File: config.mk
export PLATFORM = sky130hd
export DESIGN_NAME = regfile_dump_reader_flat
export DESIGN_NICKNAME = d
export VERILOG_FILES = /design/src/rtl/regfile_dump_reader_if.sv /design/src/rtl/regfile_dump_reader.sv /design/src/flat_wrapper.sv
export SDC_FILE = /design/constraint.sdc
export NUM_CORES = 1
export LEC_CHECK = 0
export CAP_MARGIN = 20
export CORE_ASPECT_RATIO = 1.1
export CORE_MARGIN = 3
export CORE_UTILIZATION = 40
export DETAILED_ROUTE_END_ITERATION = 8
export GPL_TIMING_DRIVEN = 0
export PLACE_DENSITY = 0.84
export SLEW_MARGIN = 20
export SYNTH_ARGS = -nofsm -noshare
export SYNTH_HDL_FRONTEND = slang
export SYNTH_SLANG_ARGS = --single-unit
File: constraint.sdc
create_clock -name clk -period 2.8 [get_ports clk]
set_input_delay 0.56 -clock clk [delete_from_list [all_inputs] [get_ports clk]]
set_output_delay 0.56 -clock clk [all_outputs]
set_load 0.005 [all_outputs]
File: src/rtl/regfile_dump_reader_if.sv
// Output word stream of the regfile dump reader: one captured register per valid/ready handshake.
// The master drives the word; the slave returns ready.
interface regfile_dump_reader_if #(
    parameter int WIDTH = 16,
    parameter int AW    = 3
);
    logic             out_valid;
    logic             out_ready;
    logic [WIDTH-1:0] out_data;
    logic [AW-1:0]    out_addr;
    logic             out_last;

    modport master (output out_valid, out_data, out_addr, out_last, input out_ready);
    modport slave  (input out_valid, out_data, out_addr, out_last, output out_ready);
endinterface

File: src/rtl/regfile_dump_reader.sv
// Walks a contiguous, wrapping range of regfile addresses through the asynchronous read port
// and streams each captured word out over a valid/ready interface.
module regfile_dump_reader #(
    parameter int WIDTH = 16,
    parameter int DEPTH = 8,
    localparam int AW = $clog2(DEPTH),
    localparam int CW = AW + 1
) (
    input  logic                  clk,
    input  logic                  rst_n,
    input  logic                  start,
    input  logic [AW-1:0]         start_addr,
    input  logic [CW-1:0]         count,
    input  logic                  abort,
    output logic [AW-1:0]         rd_addr,
    input  logic [WIDTH-1:0]      rd_data,
    regfile_dump_reader_if.master out_s,
    output logic                  busy,
    output logic                  done
);

    localparam logic [1:0] S_IDLE  = 2'd0;
    localparam logic [1:0] S_FETCH = 2'd1;
    localparam logic [1:0] S_SEND  = 2'd2;
    localparam logic [1:0] S_DONE  = 2'd3;

    localparam logic [CW-1:0] DEPTH_C   = CW'(DEPTH);
    localparam logic [AW-1:0] LAST_ADDR = AW'(DEPTH - 1);

    logic [1:0]       state, state_nx;
    logic [AW-1:0]    addr;
    logic [CW-1:0]    rem;
    logic [WIDTH-1:0] data_q;
    logic [AW-1:0]    addr_q;
    logic             last_q;
    logic             launch;
    logic             handshake;
    logic             final_word;

    assign launch     = start && (count != '0);
    assign handshake  = out_s.out_valid && out_s.out_ready;
    assign final_word = (rem == CW'(1));

    // NOTE: every variable assigned in always_comb gets a default first, so no latch is inferred.
    always_comb begin
        state_nx = state;
        case (state)
            S_IDLE:  if (launch) state_nx = S_FETCH;
            S_FETCH: state_nx = abort ? S_IDLE : S_SEND;
            S_SEND: begin
                if (abort)          state_nx = S_IDLE;
                else if (handshake) state_nx = final_word ? S_DONE : S_FETCH;
            end
            S_DONE:  state_nx = S_IDLE;
            default: state_nx = S_IDLE;
        endcase
    end

    // NOTE: sequential state uses non-blocking assignments so every flop samples pre-edge values.
    always_ff @(posedge clk or negedge rst_n) begin
        if (!rst_n) state <= S_IDLE;
        else        state <= state_nx;
    end

    // A cancelled FETCH or SEND leaves the captured word and the walk position untouched.
    always_ff @(posedge clk or negedge rst_n) begin
        if (!rst_n) begin
            addr   <= '0;
            rem    <= '0;
            data_q <= '0;
            addr_q <= '0;
            last_q <= 1'b0;
        end else begin
            case (state)
                S_IDLE: begin
                    if (launch) begin
                        addr <= start_addr;
                        rem  <= (count > DEPTH_C) ? DEPTH_C : count;
                    end
                end
                S_FETCH: begin
                    if (!abort) begin
                        data_q <= rd_data;
                        addr_q <= addr;
                        last_q <= final_word;
                    end
                end
                S_SEND: begin
                    if (!abort && handshake && !final_word) begin
                        addr <= (addr == LAST_ADDR) ? '0 : addr + AW'(1);
                        rem  <= rem - CW'(1);
                    end
                end
                default: ;
            endcase
        end
    end

    // addr only moves on the edge into FETCH, so rd_addr holds its last value elsewhere.
    assign rd_addr         = addr;
    assign out_s.out_valid = (state == S_SEND);
    assign out_s.out_data  = data_q;
    assign out_s.out_addr  = addr_q;
    assign out_s.out_last  = last_q;
    assign busy            = (state != S_IDLE);
    assign done            = (state == S_DONE);

endmodule
File: src/flat_wrapper.sv
// flat-port wrapper written by rule: the top's interface ports become plain ports
module regfile_dump_reader_flat 
#(
    parameter int WIDTH = 16,
    parameter int DEPTH = 8,
    localparam int AW = $clog2(DEPTH),
    localparam int CW = AW + 1
)
  (clk, rst_n, start, start_addr, count, abort, rd_addr, rd_data, busy, done, out_s_out_valid, out_s_out_data, out_s_out_addr, out_s_out_last, out_s_out_ready);
  regfile_dump_reader_if #(.WIDTH(WIDTH)) out_s_i ();
  input  logic clk;
  input  logic rst_n;
  input  logic start;
  input  logic [AW-1:0] start_addr;
  input  logic [CW-1:0] count;
  input  logic abort;
  output logic [AW-1:0] rd_addr;
  input  logic [WIDTH-1:0] rd_data;
  output logic busy;
  output logic done;
  output wire logic [$bits(out_s_i.out_valid)-1:0] out_s_out_valid;
  output wire logic [$bits(out_s_i.out_data)-1:0] out_s_out_data;
  output wire logic [$bits(out_s_i.out_addr)-1:0] out_s_out_addr;
  output wire logic [$bits(out_s_i.out_last)-1:0] out_s_out_last;
  input wire logic [$bits(out_s_i.out_ready)-1:0] out_s_out_ready;
  assign out_s_out_valid = out_s_i.out_valid;
  assign out_s_out_data = out_s_i.out_data;
  assign out_s_out_addr = out_s_i.out_addr;
  assign out_s_out_last = out_s_i.out_last;
  assign out_s_i.out_ready = out_s_out_ready;
  regfile_dump_reader #(.WIDTH(WIDTH), .DEPTH(DEPTH)) u_core (.clk(clk), .rst_n(rst_n), .start(start), .start_addr(start_addr), .count(count), .abort(abort), .rd_addr(rd_addr), .rd_data(rd_data), .out_s(out_s_i), .busy(busy), .done(done));
endmodule
# After elaboration in Yosys (flattened, before gate mapping)
# Index checks and enable logic that the tools add are counted.
[classes]
reduce_logical = 13
bitwise_logic = 1
n_lt_le_gt_ge = 1
n_mux = 14
add_sub_neg = 2
eq_ne = 8
[ops]
columns = ["cell", "count"]
rows = [
  ["two-way mux 4 bit", 3],
  ["two-way mux 2 bit", 5],
  ["two-way mux 3 bit", 3],
  ["case mux 2 bit (4 select lines)", 1],
  ["case mux 4 bit (2 select lines)", 1],
  ["case mux 3 bit (2 select lines)", 1],
  ["== test 2 bit (second input constant)", 2],
  ["== test 4 x 1 -> 1 bit (second input constant)", 1],
  ["greater-than comparator 4 bit (second input constant)", 1],
  ["logical AND 1 bit", 4],
  ["AND reduction 2 bit", 2],
  ["nonzero test 2 bit", 2],
  ["nonzero test 4 bit", 1],
  ["subtractor 4 x 1 -> 4 bit (second input constant)", 1],
  ["adder 3 x 1 -> 3 bit (second input constant)", 1],
  ["== test 3 bit (second input constant)", 1],
  ["inequality test 3 bit (second input constant)", 1],
  ["AND reduction 3 bit", 1],
  ["== test 2 x 1 -> 1 bit (second input constant)", 1],
  ["logical NOT 1 bit", 2],
  ["logical NOT 2 bit", 1],
  ["inequality test 2 x 1 -> 1 bit (second input constant)", 1],
  ["inequality test 2 bit (second input constant)", 1],
  ["inverter 1 bit", 1],
]
[word_totals]
register_bits = 29
wordCells = 45

# Longest topological paths before layout
[logic_depth]
depth_word = 6
ltp_mapped = 7
depth_no_buf = 6

# Least setup slack after synthesis
# No wires, ideal clock.
[synth_path]
path_kind = "input -> register"
startpoint = "input start"
endpoint = "register u_core.addr[0] (netlist: u_core.rd_addr[0])"
slack_ps = 1132
required_ps = 2675
cell_stages = 5
n_path_buf = 1
arrival_ps = 1543
cell_sequence = "inv_1 -> o32ai_1 -> nor2b_1 -> buf_6 -> mux2_4"
[synth_via]
elab_chain_cells = 3
[synth_lines]
columns = ["item", "line", "text"]
rows = [
  ["start: declaration", "flat_wrapper.sv:13", "input logic start;"],
  ["logical AND 1 bit", "regfile_dump_reader.sv:40", "assign launch = start && (count != '0);"],
  ["inequality test 2 x 1 -> 1 bit (no source line)", "-", ""],
  ["AND reduction 3 bit (no source line)", "-", ""],
  ["end signal: assignment", "regfile_dump_reader.sv:77", "addr <= start_addr;"],
  ["end signal: assignment", "regfile_dump_reader.sv:90", "addr <= (addr == LAST_ADDR) ? '0 : addr + AW'(1);"],
  ["end: declaration", "regfile_dump_reader.sv:31", "logic [AW-1:0] addr;"],
]
# No other way between the ends.
# A chain may end at the register's enable or synchronous reset.

# Worst setup path in the final report
[layout_path]
startpoint = "register u_core.state[0]"
endpoint = "output out_s_out_valid"
[layout_via]
elab_chain_cells = 1
[layout_lines]
columns = ["item", "line", "text"]
rows = [
  ["start: declaration", "regfile_dump_reader.sv:30", "logic [1:0] state, state_nx;"],
  ["start signal: assignment", "regfile_dump_reader.sv:62", "else state <= state_nx;"],
  ["== test 2 bit", "regfile_dump_reader.sv:101", "assign out_s.out_valid = (state == S_SEND);"],
  ["end: declaration", "flat_wrapper.sv:21", "output wire logic [$bits(out_s_i.out_valid)-1:0] out_s_out_valid;"],
]
# No other way between the ends.

==> reports/qor.yml <==
num_vias: 1025
grt_usage_pct: 17.1
yosysWarnings: 0
synth-seq-cells: 29
synthCells: 107
worstSetupPathType: "reg -> out"
hold_class: "in -> async"
start_kind: "flop"
initial_utilization_pct: 43.1
place.gp.congestion: 0.876
cp_slowest_cell: "clkdlybuf4s50_1"
cts-buffers-inserted: 5
grt_max_degree: 30
fin_crit_sh_pct: 84.4
grt_first_pass_wirelength_um: 5010
multiInputGateArea_um2: 554
maxCapViolCount: 0
tightest_slew_ns: 0.639
layout_common_cells: "clkdlybuf4s50_1 (52), dfrtp_1 (29), mux2_2 (20)"
hold_viol: 0
synth_seq_area_share_pct: 53.9
r2r_slack_ns: 0.96
mostFrequentLayoutCell: "clkdlybuf4s50_1"
r2r_cells: 7
pin_count: 54
synth_top_area_share_pct: 53.9
setup_tns_ns: 0
cp.buffers_inverters: 3
drt_first_pass_iters: 4
die_h_um: 66.8
p_sw_mw: 0.435
antenna_found_initial: 0
r2r-start: "u_core.rem[1]"
p_int_mw: 1.12
power.total_mw: 1.55
critPathLaunch: "u_core.state[0]"
crit_path_end: "out_s_out_valid"
layout-area-overhead-vs-synth_pct: 46.3
clk_pin_slew_ns: 0.09
grt_pass1_vias: 1045
seq_area_um2: 726
grt_use_met3_pct: 6.20
path_cells: "nand2b_1 > buf_6 > inv_1 > clkdlybuf4s50_1"
cts_root_buffer: "clkbuf_4"
worstPathArrival_ns: 1.80
antenna_left: 0
synthesis.area_mm2: 0.00135
routed_wl_um: 3050
crit_required_ns: 2.24
top_usage_layer: "met2"
clock.fmax_mhz: 423
num_rows: 21
fin_crit_ns: 2.36
swShare_pct: 28.0
clk_latency_ns: 0.32
synth_area_leaders: "dfrtp_1 (54%), mux2_2 (17%), a21oi_1 (3.7%), ha_1 (3.7%), mux2_4 (3.3%)"
path_delay_family: "buffers and inverters"
coreArea_mm2: 0.00313
rsz0062_at_grt: "no"
clkPwrFrac_pct: 15.9
fillCellCount: 256
max-vdd-ir-drop_v: 0.000381
crit_fanout: 10
cpPeakStageDelay_ns: 0.54
regToRegEndpoint: "u_core.rem[1]"
ys_types: 27
via_per_inst: 5.10
cts_setup_buffers: 0
syn_area_per_cell_um2: 12.6
use_met1_pct: 19.3
yosysTopAreaCell: "dfrtp_1"
clock_sinks: 29
cp-end-kind: "output port"
diodes: 0
drive_above_1_share_pct: 23.4
htreeDepth: 2
grt_util_met2_pct: 28.8
seq_power_share_pct: 43.9
nets: 199
clock_skew_ns: 0.00861
outcome: "finished clean"
p_per_area_mw_per_mm2: 789
slew_headroom_pct: 57.4
drc: 0
p_comb_share_pct: 40.2
cts_tree: "done"
cp.depth: 4
die_area_mm2: 0.00410
cts_hold_buffers: 0
cts_max_path_buffers: 2
grt-ovfl-total: 0
cts.repair.resized: 0
slew_violations: 0
die_width_um: 61.3
syn-num-nets: 139
port_buffers: 53
avgRoutedWirePerCell_um: 15.2
finalSetupViolations: 0
drtIter0Drc: 35
power.leakage_nw: 0.856
place_hpwl_um: 2370
==> kinds of logic after synthesis <==
kind of cell	Yosys count	synth area share, %
compound gates	18	8.09
fa+ha+maj	4	3.72
buf+inv	13	4.93
flops	29	53.9
mux	25	21.6
simple gates	18	7.81
==> worst register-to-register path, cell delays in order (launching register included) <==
cell	delay, ns
dfrtp_1	0.39
inv_1	0.08
ha_1	0.17
nor3b_2	0.17
o32ai_1	0.24
nor2b_1	0.22
buf_6	0.16
mux2_4	0.31
==> final cells by class <==
cell class | instances | area share [%]
Inverter | 9 | 1.72
Timing Repair Buffer | 53 | 26.7
Tap cell | 34 | 2.16
Clock buffer | 7 | 2.80
Buffer | 4 | 1.65
Multi-Input combinational cell | 65 | 28.1
Sequential cell | 29 | 36.8
==> power by group through the flow <==
stage               Sequential [mW]  Combinational, mW  Clock (mW)
floorplan                     0.681              0.251           0
global placement              0.677              0.614           0
detailed placement            0.692              0.633           0
CTS                           0.683              0.636       0.260
global route                  0.707              0.686       0.280
finish                        0.682              0.624       0.247
==> sequential cells by signal (all words and copies together) (netlist names) <==
register,flops
u_core.rem,4
u_core.out_s.out_addr,3
u_core.rd_addr,3
u_core.state,2
u_core.out_s.out_last,1
u_core.out_s.out_data,16
==> synthesized netlist by cell type <==
library cell,instances
nand3_1,1
o31a_2,1
ha_1,4
nand2b_1,1
dfrtp_1,29
or2_2,1
nor2_1,3
mux2_2,20
mux2_4,3
nor3b_2,1
o21ai_0,2
nand3b_1,1
mux2i_1,2
inv_1,9
nor3_1,1
nand2_1,5
nor3b_1,1
o31ai_1,1
nor4_2,1
o21ba_2,1
a31oi_1,2
buf_2,2
and2_1,1
buf_6,2
o32ai_1,1
nor2b_1,1
a21oi_1,10
==> worst min path at each step <==
stage	end
2_1_floorplan	u_core.out_s.out_addr[0]
3_3_place_gp	u_core.out_s.out_data[13]
3_5_place_dp	u_core.out_s.out_data[12]
4_1_cts	u_core.rd_addr[2]
5_1_grt	u_core.rem[1]
6_report	u_core.state[0]
==> layer usage <==
metal	part of all wire (%)	wire, µm	up-vias
li1	-	-	492
met2	53	1600	37
met4	1.8	54	0
met3	6.8	207	7
met1	39	1190	489
met5	0	0	-
==> per-stage QoR <==
step / setup slack, ns / util (%) / instances / area [µm²] / hold slack (ns)
2_1_floorplan: 1.13 / - / 107 / 1350 / 0.264
3_3_place_gp: 0.524 / 61.4 / 194 / 1920 / 0.489
3_5_place_dp: 0.483 / 61.2 / 194 / 1910 / 0.495
4_1_cts: 0.427 / 63.0 / 201 / 1970 / 0.266
5_1_grt: 0.327 / 63.0 / 201 / 1970 / 0.286
6_report: 0.438 / 63.0 / 201 / 1970 / 0.254
No activity file was read; power rests on OpenSTA's default activity.
